## src/rtl/move_scheduler_if.sv

```systemverilog
// Button, position and movement-strobe bundle between the board/tracker side and move_scheduler.
interface move_scheduler_if;
    logic       btnUp;
    logic       btnDown;
    logic       btnLeft;
    logic       btnRight;
    logic       auto_en;
    logic [8:0] CircleRow;
    logic [9:0] CircleCol;
    logic       movUp;
    logic       movDown;
    logic       movLeft;
    logic       movRight;
    logic       auto_active;
    logic       tick;

    // Board/tracker side: drives buttons and position, observes strobes.
    modport master (
        output btnUp, btnDown, btnLeft, btnRight, auto_en, CircleRow, CircleCol,
        input  movUp, movDown, movLeft, movRight, auto_active, tick
    );

    // Scheduler side.
    modport slave (
        input  btnUp, btnDown, btnLeft, btnRight, auto_en, CircleRow, CircleCol,
        output movUp, movDown, movLeft, movRight, auto_active, tick
    );
endinterface

```

## src/rtl/move_scheduler.sv

```systemverilog
// Arbitrates the tracker's movement strobes between debounced buttons and an
// autonomous diagonal bounce; decisions are registered once per decision tick.
module move_scheduler #(
    parameter int unsigned TICK_DIV   = 2_500_000,
    parameter int unsigned DEBOUNCE   = 500_000,
    parameter int unsigned IDLE_TICKS = 200,
    parameter int unsigned ROW_MIN    = 30,
    parameter int unsigned ROW_MAX    = 450,
    parameter int unsigned COL_MIN    = 30,
    parameter int unsigned COL_MAX    = 610
) (
    input  logic             clk50,
    input  logic             rst_n,
    move_scheduler_if.slave  bus
);
    localparam int unsigned TW = (TICK_DIV > 1) ? $clog2(TICK_DIV) : 1;
    localparam int unsigned DW = (DEBOUNCE > 1) ? $clog2(DEBOUNCE) : 1;
    localparam int unsigned IW = $clog2(IDLE_TICKS + 1);

    localparam logic [TW-1:0] TICK_LAST = TW'(TICK_DIV - 1);
    localparam logic [DW-1:0] DB_LAST   = DW'(DEBOUNCE - 1);
    localparam logic [IW-1:0] IDLE_LAST = IW'(IDLE_TICKS - 1);
    localparam logic [IW-1:0] IDLE_SAT  = IW'(IDLE_TICKS);
    localparam logic [8:0]    ROW_LO    = 9'(ROW_MIN);
    localparam logic [8:0]    ROW_HI    = 9'(ROW_MAX);
    localparam logic [9:0]    COL_LO    = 10'(COL_MIN);
    localparam logic [9:0]    COL_HI    = 10'(COL_MAX);

    typedef enum logic {ST_MANUAL, ST_AUTO} state_t;

    // Button vectors are ordered {right, left, down, up}.
    logic [3:0]    btn_raw;
    logic [3:0]    sync1;
    logic [3:0]    sync2;
    logic [3:0]    db;
    logic [DW-1:0] db_cnt [4];
    logic [TW-1:0] tick_cnt;
    logic          tick_c;

    state_t        state_q, state_d;
    logic          dir_v_q, dir_v_d;
    logic          dir_h_q, dir_h_d;
    logic [IW-1:0] idle_q, idle_d;
    logic [3:0]    mov_q, mov_d;
    logic          auto_q, auto_d;

    logic          any_btn;
    logic          cancel_v;
    logic          cancel_h;
    logic [3:0]    man_mov;
    logic          step_v;
    logic          step_h;
    logic [3:0]    auto_mov;

    assign btn_raw = {bus.btnRight, bus.btnLeft, bus.btnDown, bus.btnUp};
    assign tick_c  = (tick_cnt == TICK_LAST);

    // Two-stage synchronizer and per-button disagreement counter.
    always_ff @(posedge clk50) begin
        if (!rst_n) begin
            sync1 <= '0;
            sync2 <= '0;
            db    <= '0;
            for (int i = 0; i < 4; i++) db_cnt[i] <= '0;
        end else begin
            sync1 <= btn_raw;
            sync2 <= sync1;
            for (int i = 0; i < 4; i++) begin
                if (sync2[i] != db[i]) begin
                    if (db_cnt[i] == DB_LAST) begin
                        db[i]     <= sync2[i];
                        db_cnt[i] <= '0;
                    end else begin
                        db_cnt[i] <= db_cnt[i] + 1'b1;
                    end
                end else begin
                    db_cnt[i] <= '0;
                end
            end
        end
    end

    // Free-running decision tick divider.
    always_ff @(posedge clk50) begin
        if (!rst_n)      tick_cnt <= '0;
        else if (tick_c) tick_cnt <= '0;
        else             tick_cnt <= tick_cnt + 1'b1;
    end

    // Manual request with opposing buttons cancelling per axis.
    always_comb begin
        any_btn  = |db;
        cancel_v = db[0] ^ db[1];
        cancel_h = db[2] ^ db[3];
        man_mov  = {db[3] & cancel_h, db[2] & cancel_h, db[1] & cancel_v, db[0] & cancel_v};
    end

    // Bounce direction update from the sampled position; at most one flip per axis.
    always_comb begin
        step_v = dir_v_q;
        step_h = dir_h_q;
        if (dir_v_q && (bus.CircleRow >= ROW_HI))       step_v = 1'b0;
        else if (!dir_v_q && (bus.CircleRow <= ROW_LO)) step_v = 1'b1;
        if (dir_h_q && (bus.CircleCol >= COL_HI))       step_h = 1'b0;
        else if (!dir_h_q && (bus.CircleCol <= COL_LO)) step_h = 1'b1;
        auto_mov = {step_h, ~step_h, ~step_v, step_v};
    end

    // Arbitration state register.
    always_ff @(posedge clk50) begin
        if (!rst_n) begin
            state_q <= ST_MANUAL;
            dir_v_q <= 1'b1;
            dir_h_q <= 1'b1;
            idle_q  <= '0;
            mov_q   <= '0;
            auto_q  <= 1'b0;
        end else begin
            state_q <= state_d;
            dir_v_q <= dir_v_d;
            dir_h_q <= dir_h_d;
            idle_q  <= idle_d;
            mov_q   <= mov_d;
            auto_q  <= auto_d;
        end
    end

    // Next-state and strobe decisions, evaluated only on the tick.
    always_comb begin
        state_d = state_q;
        dir_v_d = dir_v_q;
        dir_h_d = dir_h_q;
        idle_d  = idle_q;
        mov_d   = mov_q;
        auto_d  = auto_q;
        if (tick_c) begin
            case (state_q)
                ST_MANUAL: begin
                    if (any_btn) begin
                        mov_d  = man_mov;
                        idle_d = '0;
                    end else begin
                        mov_d = '0;
                        if ((idle_q >= IDLE_LAST) && bus.auto_en) begin
                            state_d = ST_AUTO;
                            dir_v_d = step_v;
                            dir_h_d = step_h;
                            mov_d   = auto_mov;
                            auto_d  = 1'b1;
                            idle_d  = '0;
                        end else if (idle_q != IDLE_SAT) begin
                            idle_d = idle_q + 1'b1;
                        end
                    end
                end
                ST_AUTO: begin
                    if (any_btn) begin
                        state_d = ST_MANUAL;
                        mov_d   = man_mov;
                        auto_d  = 1'b0;
                        idle_d  = '0;
                    end else if (!bus.auto_en) begin
                        state_d = ST_MANUAL;
                        mov_d   = '0;
                        auto_d  = 1'b0;
                        idle_d  = '0;
                    end else begin
                        dir_v_d = step_v;
                        dir_h_d = step_h;
                        mov_d   = auto_mov;
                    end
                end
                default: state_d = ST_MANUAL;
            endcase
        end
    end

    assign bus.movUp       = mov_q[0];
    assign bus.movDown     = mov_q[1];
    assign bus.movLeft     = mov_q[2];
    assign bus.movRight    = mov_q[3];
    assign bus.auto_active = auto_q;
    assign bus.tick        = tick_c;
endmodule

```

## src/flat_wrapper.sv

```systemverilog
// flat-port wrapper written by rule: the top's interface ports become plain ports
module move_scheduler_flat 
#(
    parameter int unsigned TICK_DIV   = 2_500_000,
    parameter int unsigned DEBOUNCE   = 500_000,
    parameter int unsigned IDLE_TICKS = 200,
    parameter int unsigned ROW_MIN    = 30,
    parameter int unsigned ROW_MAX    = 450,
    parameter int unsigned COL_MIN    = 30,
    parameter int unsigned COL_MAX    = 610
)
  (clk50, rst_n, bus_btnUp, bus_btnDown, bus_btnLeft, bus_btnRight, bus_auto_en, bus_CircleRow, bus_CircleCol, bus_movUp, bus_movDown, bus_movLeft, bus_movRight, bus_auto_active, bus_tick);
  move_scheduler_if bus_i ();
  input  logic clk50;
  input  logic rst_n;
  input wire logic [$bits(bus_i.btnUp)-1:0] bus_btnUp;
  input wire logic [$bits(bus_i.btnDown)-1:0] bus_btnDown;
  input wire logic [$bits(bus_i.btnLeft)-1:0] bus_btnLeft;
  input wire logic [$bits(bus_i.btnRight)-1:0] bus_btnRight;
  input wire logic [$bits(bus_i.auto_en)-1:0] bus_auto_en;
  input wire logic [$bits(bus_i.CircleRow)-1:0] bus_CircleRow;
  input wire logic [$bits(bus_i.CircleCol)-1:0] bus_CircleCol;
  output wire logic [$bits(bus_i.movUp)-1:0] bus_movUp;
  output wire logic [$bits(bus_i.movDown)-1:0] bus_movDown;
  output wire logic [$bits(bus_i.movLeft)-1:0] bus_movLeft;
  output wire logic [$bits(bus_i.movRight)-1:0] bus_movRight;
  output wire logic [$bits(bus_i.auto_active)-1:0] bus_auto_active;
  output wire logic [$bits(bus_i.tick)-1:0] bus_tick;
  assign bus_i.btnUp = bus_btnUp;
  assign bus_i.btnDown = bus_btnDown;
  assign bus_i.btnLeft = bus_btnLeft;
  assign bus_i.btnRight = bus_btnRight;
  assign bus_i.auto_en = bus_auto_en;
  assign bus_i.CircleRow = bus_CircleRow;
  assign bus_i.CircleCol = bus_CircleCol;
  assign bus_movUp = bus_i.movUp;
  assign bus_movDown = bus_i.movDown;
  assign bus_movLeft = bus_i.movLeft;
  assign bus_movRight = bus_i.movRight;
  assign bus_auto_active = bus_i.auto_active;
  assign bus_tick = bus_i.tick;
  move_scheduler #(.TICK_DIV(TICK_DIV), .DEBOUNCE(DEBOUNCE), .IDLE_TICKS(IDLE_TICKS), .ROW_MIN(ROW_MIN), .ROW_MAX(ROW_MAX), .COL_MIN(COL_MIN), .COL_MAX(COL_MAX)) u_core (.clk50(clk50), .rst_n(rst_n), .bus(bus_i));
endmodule
```

## config.mk

```make
export PLATFORM = sky130hd
export DESIGN_NAME = move_scheduler_flat
export DESIGN_NICKNAME = d
export VERILOG_FILES = /design/src/rtl/move_scheduler_if.sv /design/src/rtl/move_scheduler.sv /design/src/flat_wrapper.sv
export SDC_FILE = /design/constraint.sdc
export NUM_CORES = 1
export LEC_CHECK = 0
export CAP_MARGIN = 15
export CORE_MARGIN = 10
export CORE_UTILIZATION = 50
export CTS_BUF_LIST = sky130_fd_sc_hd__clkbuf_4
export DETAILED_ROUTE_END_ITERATION = 8
export GPL_ROUTABILITY_DRIVEN = 0
export GPL_TIMING_DRIVEN = 1
export PLACE_DENSITY = 0.74
export SYNTH_ARGS = -nofsm -noshare
export SYNTH_HDL_FRONTEND = slang
export SYNTH_SLANG_ARGS = --single-unit
```

## constraint.sdc

```tcl
create_clock -name clk50 -period 3.1 [get_ports clk50]
set_input_delay 0.465 -clock clk50 [delete_from_list [all_inputs] [get_ports clk50]]
set_output_delay 0.465 -clock clk50 [all_outputs]
set_load 0.05 [all_outputs]
```

======== Word-level counts from Yosys, hierarchy flattened ========
Memory sizes are Yosys's and may differ from the RTL's.
Index checks and enable logic that the tools add are counted.
storage, ports and cells
  memories ................................ 1
  input port bits ......................... 26
  register bits ........................... 50
  RAM bits ................................ 76
  word-level logic and storage cells ...... 171
operators by class
  bitwise gates (word level) .............. 22
  order comparisons ....................... 5
  equal/unequal tests ..................... 16
  $add $sub $neg .......................... 6
  reductions and logical operators ........ 16
  muxes and demuxes ....................... 92
memory list
  memory         words  width  rd ports  clocked after Yosys merged registers in  wr ports  RTL line              text
  u_core.db_cnt  4      19     4         0                                        4         move_scheduler.sv:36  logic [DW-1:0] db_cnt [4];
operators by type and width
  operator               number
  $mux 19                12
  $add 19x1->19 const B  4
  $eq 19x19->1 const B   4
  $mux 1                 65
  $mux 8                 5
  $add 22x1->22 const B  1
  $eq 22x22->1 const B   1
  $mux 4                 4
  $pmux 8 s2             1
  $or 1x1->1             12
  $ge 10x10->1 const B   1
  $le 10x5->1 const B    1
  $ge 9x9->1 const B     1
  $le 9x5->1 const B     1
  $add 8x1->8 const B    1
  $ge 8x8->1 const B     1
  $ne 8x8->1 const B     1
  $pmux 1 s2             4
  $pmux 4 s2             1
  $reduce_and 2->1       4
  $ne 2x2->1 const B     3
  $logic_and 1x1->1      5
  $reduce_and 5->1       1
  $and 1x1->1            4
  11 further kinds       19

======== Longest topological paths before layout ========
  word-level depth ........................ 8
  mapped depth ............................ 8

======== Worst setup path after synthesis ========
Ideal clock, no wire load.
  kind .................................... register -> output
  from .................................... register u_core.tick_cnt[0]
  to ...................................... output port bus_tick
  cell stages (with the launch flop) ...... 5
  slack ................................... 0.356 ns
  data arrival time ....................... 2.279 ns
  path through ............................ dfxtp_1 > ha_1 > and4_1 > nand4b_1 > nor3_1
between the ends
  longest elaborated chain between the ends .. 1
RTL lines
  element                 RTL line              text
  start, declared         move_scheduler.sv:37  logic [TW-1:0] tick_cnt;
  start signal, assigned  move_scheduler.sv:87  else tick_cnt <= tick_cnt + 1'b1;
  $eq 22x22->1            move_scheduler.sv:56  assign tick_c = (tick_cnt == TICK_LAST);
  end, declared           flat_wrapper.sv:28    output wire logic [$bits(bus_i.tick)-1:0] bus_tick;
No other way between the ends.

======== Final worst setup path ========
Ends and elaborated chain as after synthesis.

==> results.yml <==
yosys:
  synthFlopType: "edfxtp_1"
  avgSynthCellArea_sq_um: 9.78
  syn-cell-area_sq_um: 6410
  synth_edf_count: 76
  ys_seq_elements: 126
  synth.distinct_cells: 47
  syn-instance-count: 655
  synthArstFlopShare_pct: 0
  yosys_warnings: 0
  seq_area_frac_synth_pct: 51.2
worst_hold_path:
  min_path_type: "register to register"
  min_from: "u_core.sync1[3]"
sta:
  hold_violations: 0
  setup_slack_ns: 0.397
  rsz0062_at_grt: "no"
  fin_skew_ns: 0.0174
  slew_headroom_pct: 53.9
  period_share_pct: 87.2
  layout_min_cycle_time_ns: 2.70
  fmax_ghz: 0.370
  drv_slew: 0
  finalSetupViolCount: 0
  worst_slew_pin_slew_ns: 0.686
  fin_tns_setup_ns: 0
place:
  hpwl_um: 8820
  placed_area_sq_um: 7170
  port_buffers: 31
  pre_cts_slack_ns: 0.770
floorplan:
  coreArea_sq_um: 12600
  die_y_um: 133
  rows: 41
  die_area_sq_um: 17700
  io_pins: 32
  initial_utilization_pct: 51.0
  die_w_um: 133
worst_setup_path:
  cp_slowest_cell: "dfxtp_1"
  slowest_delay_ns: 0.38
  crit_fanout: 7
  setup.worst_path.start_class: "register"
  worstPathArrival_ns: 2.24
  required_ns: 2.63
  startpoint: "u_core.tick_cnt[0]"
  cp-end-kind: "output pin"
  r2r_start: "u_core.tick_cnt[0]"
  path_cells: "ha_1, and4_1, nand4b_1, nor3_2, buf_4"
  crit_type: "register to output pin"
layout:
  synthToLayoutAreaGrowth_pct: 16.5
  layout_commonest_cell: "nor2_1"
  drive_above_1_share_pct: 5.90
  final_cell_mix: "140 x nor2_1, 76 x edfxtp_1, 76 x conb_1, 59 x xnor2_1, 50 x dfxtp_1"
  fin_area_sq_um: 7460
  nNetsFinal: 800
power_and_ir_drop:
  leakage_nw: 2.65
  power_mw: 3.21
  cellPowerDensity_nw_per_um2: 430
  vdd_drop_max_v: 0.000245
drt:
  drt_iter0_drc: 342
  drc: 0
  vias: 4860
  via_per_inst: 5.10
  wl_um: 12200
  detail_route.wl_per_cell_um: 12.8
  postRouteAntennaNets: 0
  first_pass_iters: 5
clocking:
  cts_tree: "done"
  cts_setup_buffers: 0
  cts_root_buffer: "clkbuf_4"
  hold_buffers: 0
  h-tree-depth: 4
  cts_buffer_depth: 2
  cts_buffers: 17
  clock_latency_ns: 0.54
  cts.sinks: 126
  clkTransAtPathRegs_ns: 0.11
global_routing:
  grt_first_pass_wirelength_um: 21400
  gr-total-overflow: 0
  antenna_found_initial: 1
  track_usage_pct: 14.4
  grt_pass1_vias: 4755
  grt_max_degree: 21
flow_run:
  cap_violations: 0
run_status:
  status: "completed"
[power breakdown]
group,switching [mW],internal [mW]
sequential,0.0501,1.82
clock,0.585,0.593
combinational,0.0804,0.0763
[final timing paths]
check                              to  slack (ns)  cells after the start
setup / recovery             bus_tick        0.40                      5
hold / removal        u_core.sync2[3]        0.45                      1
setup reg to reg  u_core.tick_cnt[15]        0.88                      6
hold reg to reg       u_core.sync2[3]        0.45                      1
[layer usage]
metal / share of wire, % / up-vias / GRT usage [%] / routed length, um
li1: - / 2468 / - / -
met1: 45 / 2298 / 16.8 / 5540
met2: 49 / 76 / 24.5 / 5980
met3: 3.3 / 18 / 3.38 / 403
met4: 2.3 / 0 / 7.07 / 279
met5: 0 / - / 0 / 0
[cell type report]
cell class	count	area (sq um)
fillers	1095	5100
flip-flops and latches	126	3280
multi-input cells	566	3260
repair buffers	34	330
well taps	172	215
clock buffers	22	165
clock inverters	10	123
inverters	22	82.6
diodes	1	2.50
[cell usage after synthesis, drive strengths merged, types with 3 or more instances]
cell type	count	area (sq um)
a211o	5	43.8
a211oi	3	22.5
a21oi	4	31.3
a31oi	4	25.0
and2	12	75.1
and3	18	113
and4	14	123
buf	6	28.8
clkbuf	10	37.5
dfxtp	50	1000
edfxtp	76	2280
ha	7	87.6
inv	22	82.6
mux2i	6	60.1
nand2	40	150
nand3	42	215
nand4	15	93.8
nor2	140	526
nor3	24	120
nor4	14	103
nor4b	6	52.6
nor4bb	3	30.0
o21ai	6	30.0
or2	5	31.3
or3	7	43.8
or4	6	48.8
xnor2	59	517
xor2	33	289
[per-stage QoR]
step,hold slack [ns],instances,util [%]
after floorplan,0.412,730,-
after global placement,0.416,920,57.0
after detailed placement,0.425,920,57.0
after CTS,0.452,952,59.3
after global routing,0.465,953,59.4
final,0.448,953,59.4
[registers in the layout, summed over array words and instances, names as in the netlist]
register and cells:
u_core.idle_q 8, u_core.state_q 1, u_core.dir_h_q 1, u_core.sync2 4, u_core.sync1 4, u_core.bus.auto_active 1, u_core.db 4, u_core.mov_q 4
u_core.tick_cnt 22, u_core.dir_v_q 1, u_core.db_cnt 76
[worst max-delay path: cells and delay by family (launching register included)]
kind,cells,cell delay (ns)
fa+ha+maj,1,0.22
buf+inv,1,0.27
flops,1,0.38
simple gates,3,0.82
[cells by family after synthesis]
family	Yosys count	synth area share (%)
compound gates	32	3.71
xor+xnor	92	12.6
fa+ha+maj	7	1.37
buf+inv	38	2.32
flops	126	51.2
mux	6	0.937
other cells	1	0.0585
simple gates	353	27.8
[timing repair]
| action | 4_1_cts | 5_1_grt |
|---|---|---|
| endpoints found under the setup margin | 0 | 1 |
| gates resized for setup | 0 | 1 |
| hold endpoints to repair | 0 | 0 |
Note: power is estimated with default switching activity, not from simulation.
